`src/rtl/uart_pkt_parser.sv`:
```
// Frames UART receiver bytes into HDR/ADDR/LEN/payload packets and streams verified payloads out.
// Define UART_PKT_CHKSUM_EN to require and verify a trailing mod-256 checksum byte.
module uart_pkt_parser #(
    parameter logic [7:0] HDR_BYTE    = 8'hAA,
    parameter int         MAX_LEN     = 16,
    parameter int         TIMEOUT_CYC = 480
) (
    input  logic       sys_clk,
    input  logic       rst,
    input  logic [7:0] in_dat,
    input  logic       in_flag,
    input  logic       pd_rdy,
    output logic [7:0] pd_dat,
    output logic       pd_vld,
    output logic       pd_last,
    output logic [7:0] pkt_addr,
    output logic [7:0] pkt_len,
    output logic       pkt_ok,
    output logic       pkt_err,
    output logic [1:0] err_code
);
    // state | meaning
    // IDLE  | hunting for HDR_BYTE, other bytes dropped
    // ADDR  | waiting for address byte
    // LEN   | waiting for length byte, range checked
    // DATA  | storing payload bytes
    // CHK   | waiting for checksum byte (checksum build only)
    // DRAIN | streaming stored payload downstream

    localparam int PW = (MAX_LEN > 1) ? $clog2(MAX_LEN) : 1;
`ifdef UART_PKT_CHKSUM_EN
    localparam logic [1:0] E_SUM = 2'd0;
`endif
    localparam logic [1:0] E_LEN = 2'd1;
    localparam logic [1:0] E_TMO = 2'd2;
    localparam logic [1:0] E_OVR = 2'd3;

    typedef enum logic [2:0] {
        S_IDLE,
        S_ADDR,
        S_LEN,
        S_DATA,
`ifdef UART_PKT_CHKSUM_EN
        S_CHK,
`endif
        S_DRAIN
    } state_t;

    state_t        state, state_nxt;
    logic          flag_d;
    logic          byte_stb;
    logic          counting;
    logic          accept;
    logic          mem_we;
    logic [7:0]    addr_q, addr_nxt;
    logic [7:0]    len_q, len_nxt;
    logic [PW-1:0] wr_ptr, wr_ptr_nxt;
    logic [PW-1:0] rd_ptr, rd_ptr_nxt;
    logic [15:0]   to_cnt, to_nxt;
    logic [7:0]    pkt_addr_nxt, pkt_len_nxt;
    logic          ok_nxt, err_nxt;
    logic [1:0]    code_nxt;
    logic [7:0]    pay_mem [MAX_LEN];
`ifdef UART_PKT_CHKSUM_EN
    logic [7:0]    sum_q, sum_nxt;
`endif

    assign byte_stb = in_flag & ~flag_d;
    assign counting = (state != S_IDLE) && (state != S_DRAIN);
    assign pd_vld   = (state == S_DRAIN);
    assign pd_dat   = pd_vld ? pay_mem[rd_ptr] : 8'h00;
    assign pd_last  = pd_vld && (8'(rd_ptr) == (pkt_len - 8'd1));

    always_comb begin
        state_nxt    = state;
        addr_nxt     = addr_q;
        len_nxt      = len_q;
        wr_ptr_nxt   = wr_ptr;
        rd_ptr_nxt   = rd_ptr;
        pkt_addr_nxt = pkt_addr;
        pkt_len_nxt  = pkt_len;
        ok_nxt       = 1'b0;
        err_nxt      = 1'b0;
        code_nxt     = err_code;
        mem_we       = 1'b0;
        accept       = 1'b0;
`ifdef UART_PKT_CHKSUM_EN
        sum_nxt      = sum_q;
`endif
        to_nxt       = (byte_stb || !counting) ? 16'd0 : to_cnt + 16'd1;

        case (state)
            S_IDLE: begin
                if (byte_stb && in_dat == HDR_BYTE) state_nxt = S_ADDR;
            end
            S_ADDR: begin
                if (byte_stb) begin
                    addr_nxt  = in_dat;
`ifdef UART_PKT_CHKSUM_EN
                    sum_nxt   = in_dat;
`endif
                    state_nxt = S_LEN;
                end
            end
            S_LEN: begin
                if (byte_stb) begin
`ifdef UART_PKT_CHKSUM_EN
                    sum_nxt = sum_q + in_dat;
`endif
                    if (in_dat == 8'd0 || in_dat > 8'(MAX_LEN)) begin
                        err_nxt   = 1'b1;
                        code_nxt  = E_LEN;
                        state_nxt = S_IDLE;
                    end else begin
                        len_nxt    = in_dat;
                        wr_ptr_nxt = '0;
                        state_nxt  = S_DATA;
                    end
                end
            end
            S_DATA: begin
                if (byte_stb) begin
                    mem_we = 1'b1;
`ifdef UART_PKT_CHKSUM_EN
                    sum_nxt = sum_q + in_dat;
`endif
                    // Pointer stops at len-1 so it never wraps at MAX_LEN.
                    if (8'(wr_ptr) == (len_q - 8'd1)) begin
`ifdef UART_PKT_CHKSUM_EN
                        state_nxt = S_CHK;
`else
                        accept = 1'b1;
`endif
                    end else begin
                        wr_ptr_nxt = wr_ptr + PW'(1);
                    end
                end
            end
`ifdef UART_PKT_CHKSUM_EN
            S_CHK: begin
                if (byte_stb) begin
                    if (in_dat == sum_q) begin
                        accept = 1'b1;
                    end else begin
                        err_nxt   = 1'b1;
                        code_nxt  = E_SUM;
                        state_nxt = S_IDLE;
                    end
                end
            end
`endif
            S_DRAIN: begin
                if (byte_stb) begin
                    err_nxt  = 1'b1;
                    code_nxt = E_OVR;
                end
                if (pd_rdy) begin
                    if (pd_last) state_nxt = S_IDLE;
                    else         rd_ptr_nxt = rd_ptr + PW'(1);
                end
            end
            default: state_nxt = S_IDLE;
        endcase

        // A strobe in the same cycle as the timeout wins.
        if (counting && !byte_stb && to_cnt == 16'(TIMEOUT_CYC - 1)) begin
            err_nxt   = 1'b1;
            code_nxt  = E_TMO;
            state_nxt = S_IDLE;
            to_nxt    = 16'd0;
        end

        if (accept) begin
            pkt_addr_nxt = addr_q;
            pkt_len_nxt  = len_q;
            ok_nxt       = 1'b1;
            rd_ptr_nxt   = '0;
            state_nxt    = S_DRAIN;
        end
    end

    always_ff @(posedge sys_clk or negedge rst) begin
        if (!rst) begin
            state    <= S_IDLE;
            flag_d   <= 1'b1;
            addr_q   <= 8'h00;
            len_q    <= 8'h00;
            wr_ptr   <= '0;
            rd_ptr   <= '0;
            to_cnt   <= 16'd0;
            pkt_addr <= 8'h00;
            pkt_len  <= 8'h00;
            pkt_ok   <= 1'b0;
            pkt_err  <= 1'b0;
            err_code <= 2'b00;
`ifdef UART_PKT_CHKSUM_EN
            sum_q    <= 8'h00;
`endif
        end else begin
            state    <= state_nxt;
            flag_d   <= in_flag;
            addr_q   <= addr_nxt;
            len_q    <= len_nxt;
            wr_ptr   <= wr_ptr_nxt;
            rd_ptr   <= rd_ptr_nxt;
            to_cnt   <= to_nxt;
            pkt_addr <= pkt_addr_nxt;
            pkt_len  <= pkt_len_nxt;
            pkt_ok   <= ok_nxt;
            pkt_err  <= err_nxt;
            err_code <= code_nxt;
`ifdef UART_PKT_CHKSUM_EN
            sum_q    <= sum_nxt;
`endif
        end
    end

    // Payload store is not reset; it is only visible while draining.
    always_ff @(posedge sys_clk) begin
        if (mem_we) pay_mem[wr_ptr] <= in_dat;
    end

endmodule
```
`config.mk`:
```
export PLATFORM = sky130hd
export DESIGN_NAME = uart_pkt_parser
export DESIGN_NICKNAME = d
export VERILOG_FILES = /design/src/rtl/uart_pkt_parser.sv
export SDC_FILE = /design/constraint.sdc
export NUM_CORES = 1
export LEC_CHECK = 0
export CAP_MARGIN = 25
export CORE_UTILIZATION = 47
export CTS_CLUSTER_DIAMETER = 120
export DETAILED_ROUTE_END_ITERATION = 12
export HOLD_SLACK_MARGIN = 0.15
export PLACE_DENSITY = 0.68
export SLEW_MARGIN = 20
export SYNTH_ARGS = -nofsm -noshare
export SYNTH_HDL_FRONTEND = slang
export SYNTH_SLANG_ARGS = --single-unit
```
`constraint.sdc`:
```
create_clock -name sys_clk -period 2.2 [get_ports sys_clk]
set_input_delay 0.44 -clock sys_clk [delete_from_list [all_inputs] [get_ports sys_clk]]
set_output_delay 0.44 -clock sys_clk [all_outputs]
set_load 0.02 [all_outputs]
```
# Word level (Yosys, flattened, before mapping)
# Memory sizes are Yosys's and may differ from the RTL's.
# Index checks and enable logic that the tools add are counted.
[op_classes]
magnitude_cmp = 1
muxes = 38
n_eq_ne = 23
bitwise = 3
n_reduce_logical = 22
add_sub_neg = 5
[op_table]
columns = ["cell", "n"]
rows = [
  ["$mux W16", 2],
  ["$mux W4", 8],
  ["$mux W3", 7],
  ["$add A16 B1 Y16 const B", 1],
  ["$eq A16 B9 Y1 const B", 1],
  ["$eq A4 B8 Y1", 2],
  ["$sub A8 B1 Y8 const B", 2],
  ["$pmux W3 S5", 1],
  ["$ne A3 B3 Y1 const B", 4],
  ["$ne A4 B4 Y1 const B", 3],
  ["$mux W1", 11],
  ["$mux W2", 5],
  ["$add A4 B1 Y4 const B", 2],
  ["$eq A8 B8 Y1 const B", 1],
  ["$gt A8 B5 Y1 const B", 1],
  ["$logic_not A8 Y1", 1],
  ["$mux W8", 1],
  ["$ne A2 B2 Y1 const B", 4],
  ["$pmux W4 S2", 1],
  ["$eq A3 B2 Y1 const B", 2],
  ["$reduce_and A3 Y1", 2],
  ["$reduce_and A6 Y1", 1],
  ["$reduce_bool A2 Y1", 3],
  ["$reduce_bool A3 Y1", 2],
  ["17 further kinds", 24],
]
[totals]
memories = 1
ram_bits = 128
register_bits = 64
output_inout_bits = 30
[mem_list]
columns = ["name", "depth", "word_bits", "rd", "rd_ports_with_merged_regs", "write_ports", "line_no", "text"]
rows = [
  ["pay_mem", 16, 8, 1, 0, 1, "63", "logic [7:0] pay_mem [MAX_LEN];"],
]

# Depth between registers and ports, before layout
[logic_depth]
depth_word = 8
ltp_mapped = 9
mapped_depth_nobuf = 7

# Worst setup path before layout
# OpenSTA, ideal clock, no wires.
[synth_path]
path_type = "register to output"
startpoint = "register pkt_len[0]"
endpoint = "output port pd_last"
path_slack_ns = -0.578
required_time_ns = 1.760
stages_incl_launch_ff = 6
n_path_buf = 0
arrival_time_ns = 2.338
cell_sequence = "dfrtp_1 inv_1 ha_1 or3b_2 a221o_1 nor4b_1"
[synth_via]
elab_chain_len = 3
[synth_lines]
columns = ["element", "line_no", "text"]
rows = [
  ["start, declared", "17", "output logic [7:0] pkt_len,"],
  ["start signal, assigned", "208", "pkt_len <= pkt_len_nxt;"],
  ["$sub A8 B1 Y8", "72", "assign pd_last = pd_vld && (8'(rd_ptr) == (pkt_len - 8'd1));"],
  ["$eq A4 B8 Y1", "72", ""],
  ["$logic_and A1 B1 Y1", "72", ""],
  ["end, declared", "15", "output logic pd_last,"],
]
# Every way passes these cells.

# Worst setup path after layout
[layout_path]
startpoint = "register rd_ptr[0]"
endpoint = "output port pd_dat[3]"
[layout_via]
elab_chain_len = 2
[layout_lines]
columns = ["element", "line_no", "text"]
rows = [
  ["start, declared", "58", "logic [PW-1:0] rd_ptr, rd_ptr_nxt;"],
  ["start signal, assigned", "205", "rd_ptr <= rd_ptr_nxt;"],
  ["$mem_v2 Z16 W8", "n/a", ""],
  ["$mux W8", "71", "assign pd_dat = pd_vld ? pay_mem[rd_ptr] : 8'h00;"],
  ["end, declared", "13", "output logic [7:0] pd_dat,"],
]
# Every way passes these cells.

==> results by group <==
Synth
  • Gate count of the mapped netlist: between 500 and 600
  • Top-count cell post-synth: edfxtp_1
  • Mapped Area: 8220 µm²
  • Top cell type's share of synthesized area: a little under half
  • Yosys top cell by area: edfxtp_1
  • Yosys cell types: 62
  • Synthesized area per cell: 16.2 µm²
  • Commonest cells post-synth: edfxtp_1 (128), dfrtp_1 (63), mux4_2 (40), nor2_1 (37), mux2_2 (19)
  • Post-synth top flop: edfxtp_1
  • Synth warn: 0
  • FFs w/ async S/R, synth: 33.3%
  • Number of synthesized flops with an enable pin: between 100 and 150
  • FF+latch count, synth: 192
  • Top cells by area, synth: edfxtp_1 (47%), dfrtp_1 (19%), mux4_2 (11%)
  • Post-Syn Nets: 529
  • Seq/Total Area, Yosys: about two thirds

Routing
  • Post-DRT Antenna Nets: 0
  • DR DRC count: 0
  • Final wirelength: between 15 and 20 mm
  • Via-per-instance ratio: 5.64
  • DR pass1 iterations: 5
  • Total number of vias: 5,012
  • Routed length per instance: 21.0 µm
  • Initial DRC count: 400

Power
  • Pwr/cell area: 915 nW/µm²
  • Static leakage: 3.96 nW
  • VDD IR max: 625 µV

Timing
  • Total negative slack: -5400 ps
  • Worst Skew: approximately 9.7 ps
  • Worst hold slack: 507 ps
  • Crit path time final: 2860 ps
  • Unrepaired setup endpoints after global routing: yes
  • Slew margin rel.: 54.2%
  • Period utilization: 130%
  • Final setup fails: 9
  • Final setup margin: -661 ps
  • Pins Over Slew Limit: 0
  • Max Fclk: 350 MHz
  • Final Hold Viols: 0
  • Worst-Margin Slew: 680 ps

Run status
  • Violated checks: negative setup slack
  • Status: finished with violations

Clock network
  • Bufs on Longest Clock Path: 2
  • Clock sinks: 192
  • CTS tree: done
  • Worst-skew pair later-pin latency: 440 ps
  • Reg clk slew, reported paths: ~70 ps
  • Total CTS buffers: 17
  • CTS root buffer: clkbuf_16
  • H-tree Lvls: 4

Cells and area
  • Final Cell Area: 10,400 µm²
  • Multi-input logic area: 2690 µm²
  • Util after Layout: 60.6%
  • Final std cells w/o fill: 889
  • Layout cell share with drive strength beyond 1: 36.3%
  • Nets@finish: about 670
  • Antenna fix cells: 0
  • FILL cells: 1,306
  • Register area: 5450 µm²
  • Layout area overhead: 26.5%

Setup path
  • Critical path required time: ~1800 ps
  • Crit end category: output pin
  • Critical Path AT: 2420 ps
  • Setup CP Type: register to output pin
  • CP Launch Type: register
  • CP max FO: 8

Floorplanning
  • FP Rows: 48
  • I/O pins: 42
  • Total die area: 18,000 µm²
  • Die Width: 134 µm
  • Initial Utilization: between 40% and 50%
  • Core area: 17,200 µm²
  • Die Y-Extent: 134 µm

Global routing
  • Initial antenna violation count: 0
  • Largest net degree at the start of global routing: 65
  • Total track usage: 21.9%
  • Total gr overflow: 0
  • Global-route wire length before repair: 28.7 mm
  • Number of global-route vias before repair: 4,987

Placement
  • DP HPWL: ~12 mm
  • PortBufs: 41
  • Placed cell count: about 850
  • RePlAce Congestion: 0.856
  • Placed Area: 9600 µm²

Job
  • Maxcap violations: 0

Worst hold path
  • Hold Crit Class: register to register
[layout by cell type, fill, tap and decap left out, types with 7 or more instances in the layout]
cell type / synthesis / layout
nand3_1: 12 / 12
buf_6: 1 / 11
inv_1: 12 / 9
clkdlybuf4s50_1: 0 / 30
nor2_1: 37 / 36
nor3_1: 16 / 14
nand2_1: 17 / 17
o21ai_0: 13 / 13
xor2_1: 11 / 11
mux2_4: 7 / 7
buf_4: 4 / 88
mux4_2: 40 / 40
xnor2_1: 11 / 11
ha_1: 8 / 7
clkbuf_16: 0 / 18
and2_4: 1 / 9
edfxtp_1: 128 / 128
mux2_2: 19 / 19
dfrtp_1: 63 / 59
[through the flow]
stage                     total power [mW]  setup WS [ps]
after floorplan                       5.62          -47.4
after global placement                6.15           -534
after detailed placement              6.20           -555
after CTS                             9.59           -672
after global routing                  9.85           -714
final                                 9.52           -661
[per-layer routing]
| layer | part of all wire [%] | GRT usage (%) | up-vias |
|---|---|---|---|
| li1 | - | - | 2258 |
| met2 | 51 | 37.3 | 162 |
| met3 | 5.6 | 4.72 | 28 |
| met4 | 2.2 | 7.99 | 0 |
| met1 | 41 | 27.6 | 2564 |
| met5 | 0 | 0 | - |
[worst paths after layout]
path,depth (start not counted),slack [ps],from,end
max,6,-660,rd_ptr[0]$_DFFE_PN0P_,pd_dat[3]
min,1,510,err_code[0]$_DFFE_PN0P_,err_code[0]$_DFFE_PN0P_
max reg2reg,6,10,len_q[2]$_DFFE_PN0P_,pkt_len[3]$_DFFE_PN0P_
min reg2reg,1,510,err_code[0]$_DFFE_PN0P_,err_code[0]$_DFFE_PN0P_
max in group asynchronous,3,1340,rst,flag_d$_DFF_PN1_
min in group asynchronous,3,540,rst,pkt_ok$_DFF_PN0_
[state kept, by name, summed over array words and instances, names as in the netlist]
signal	cells
pkt_len	8
addr_q	8
pkt_err	1
wr_ptr	4
pkt_addr	8
flag_d	1
pkt_ok	1
len_q	8
rd_ptr	4
pay_mem	128
err_code	2
to_cnt	16
state	3
[where the power goes]
part	switching, mW	internal (mW)
combinational	1.03	1.47
sequential	0.0379	3.90
clock	1.46	1.62
total	2.53	6.99
[final cells by class]
cell class | count | share of cell area (%)
Clock inverter | 14 | 1.66
Timing Repair Buffer | 144 | 12.9
Sequential cell | 192 | 52.4
Clock buffer | 17 | 4.09
Multi-Input combinational cell | 285 | 25.8
Inverter | 12 | 0.433
Tap cell | 225 | 2.71
[worst max-delay path, stage by stage, from the launching register on]
cell and delay [ps]:
dfrtp_2 390, buf_6 140, buf_12 140, mux4_2 510, mux4_2 520, and2_4 160, buf_6 120
[timing repair]
| action | 4_1_cts | 5_1_grt |
|---|---|---|
| gates resized for setup | 64 | 8 |
| pin swaps | 9 | 5 |
| hold buffers | 1 | 0 |
| gates cloned | 2 | 1 |
| hold endpoints to repair | 63 | 0 |
| setup buffers | 7 | 3 |
| setup endpoints to repair | 19 | 23 |
[kinds of logic after synthesis]
| family | after synthesis | share of synthesized area, % |
|---|---|---|
| fa+ha+maj | 8 | 1.22 |
| flops | 192 | 66.2 |
| buf+inv | 32 | 1.99 |
| xor+xnor | 22 | 2.34 |
| mux | 70 | 15.3 |
| simple gates | 134 | 8.52 |
| compound gates | 51 | 4.38 |
Power figures use the tool's default switching activity.
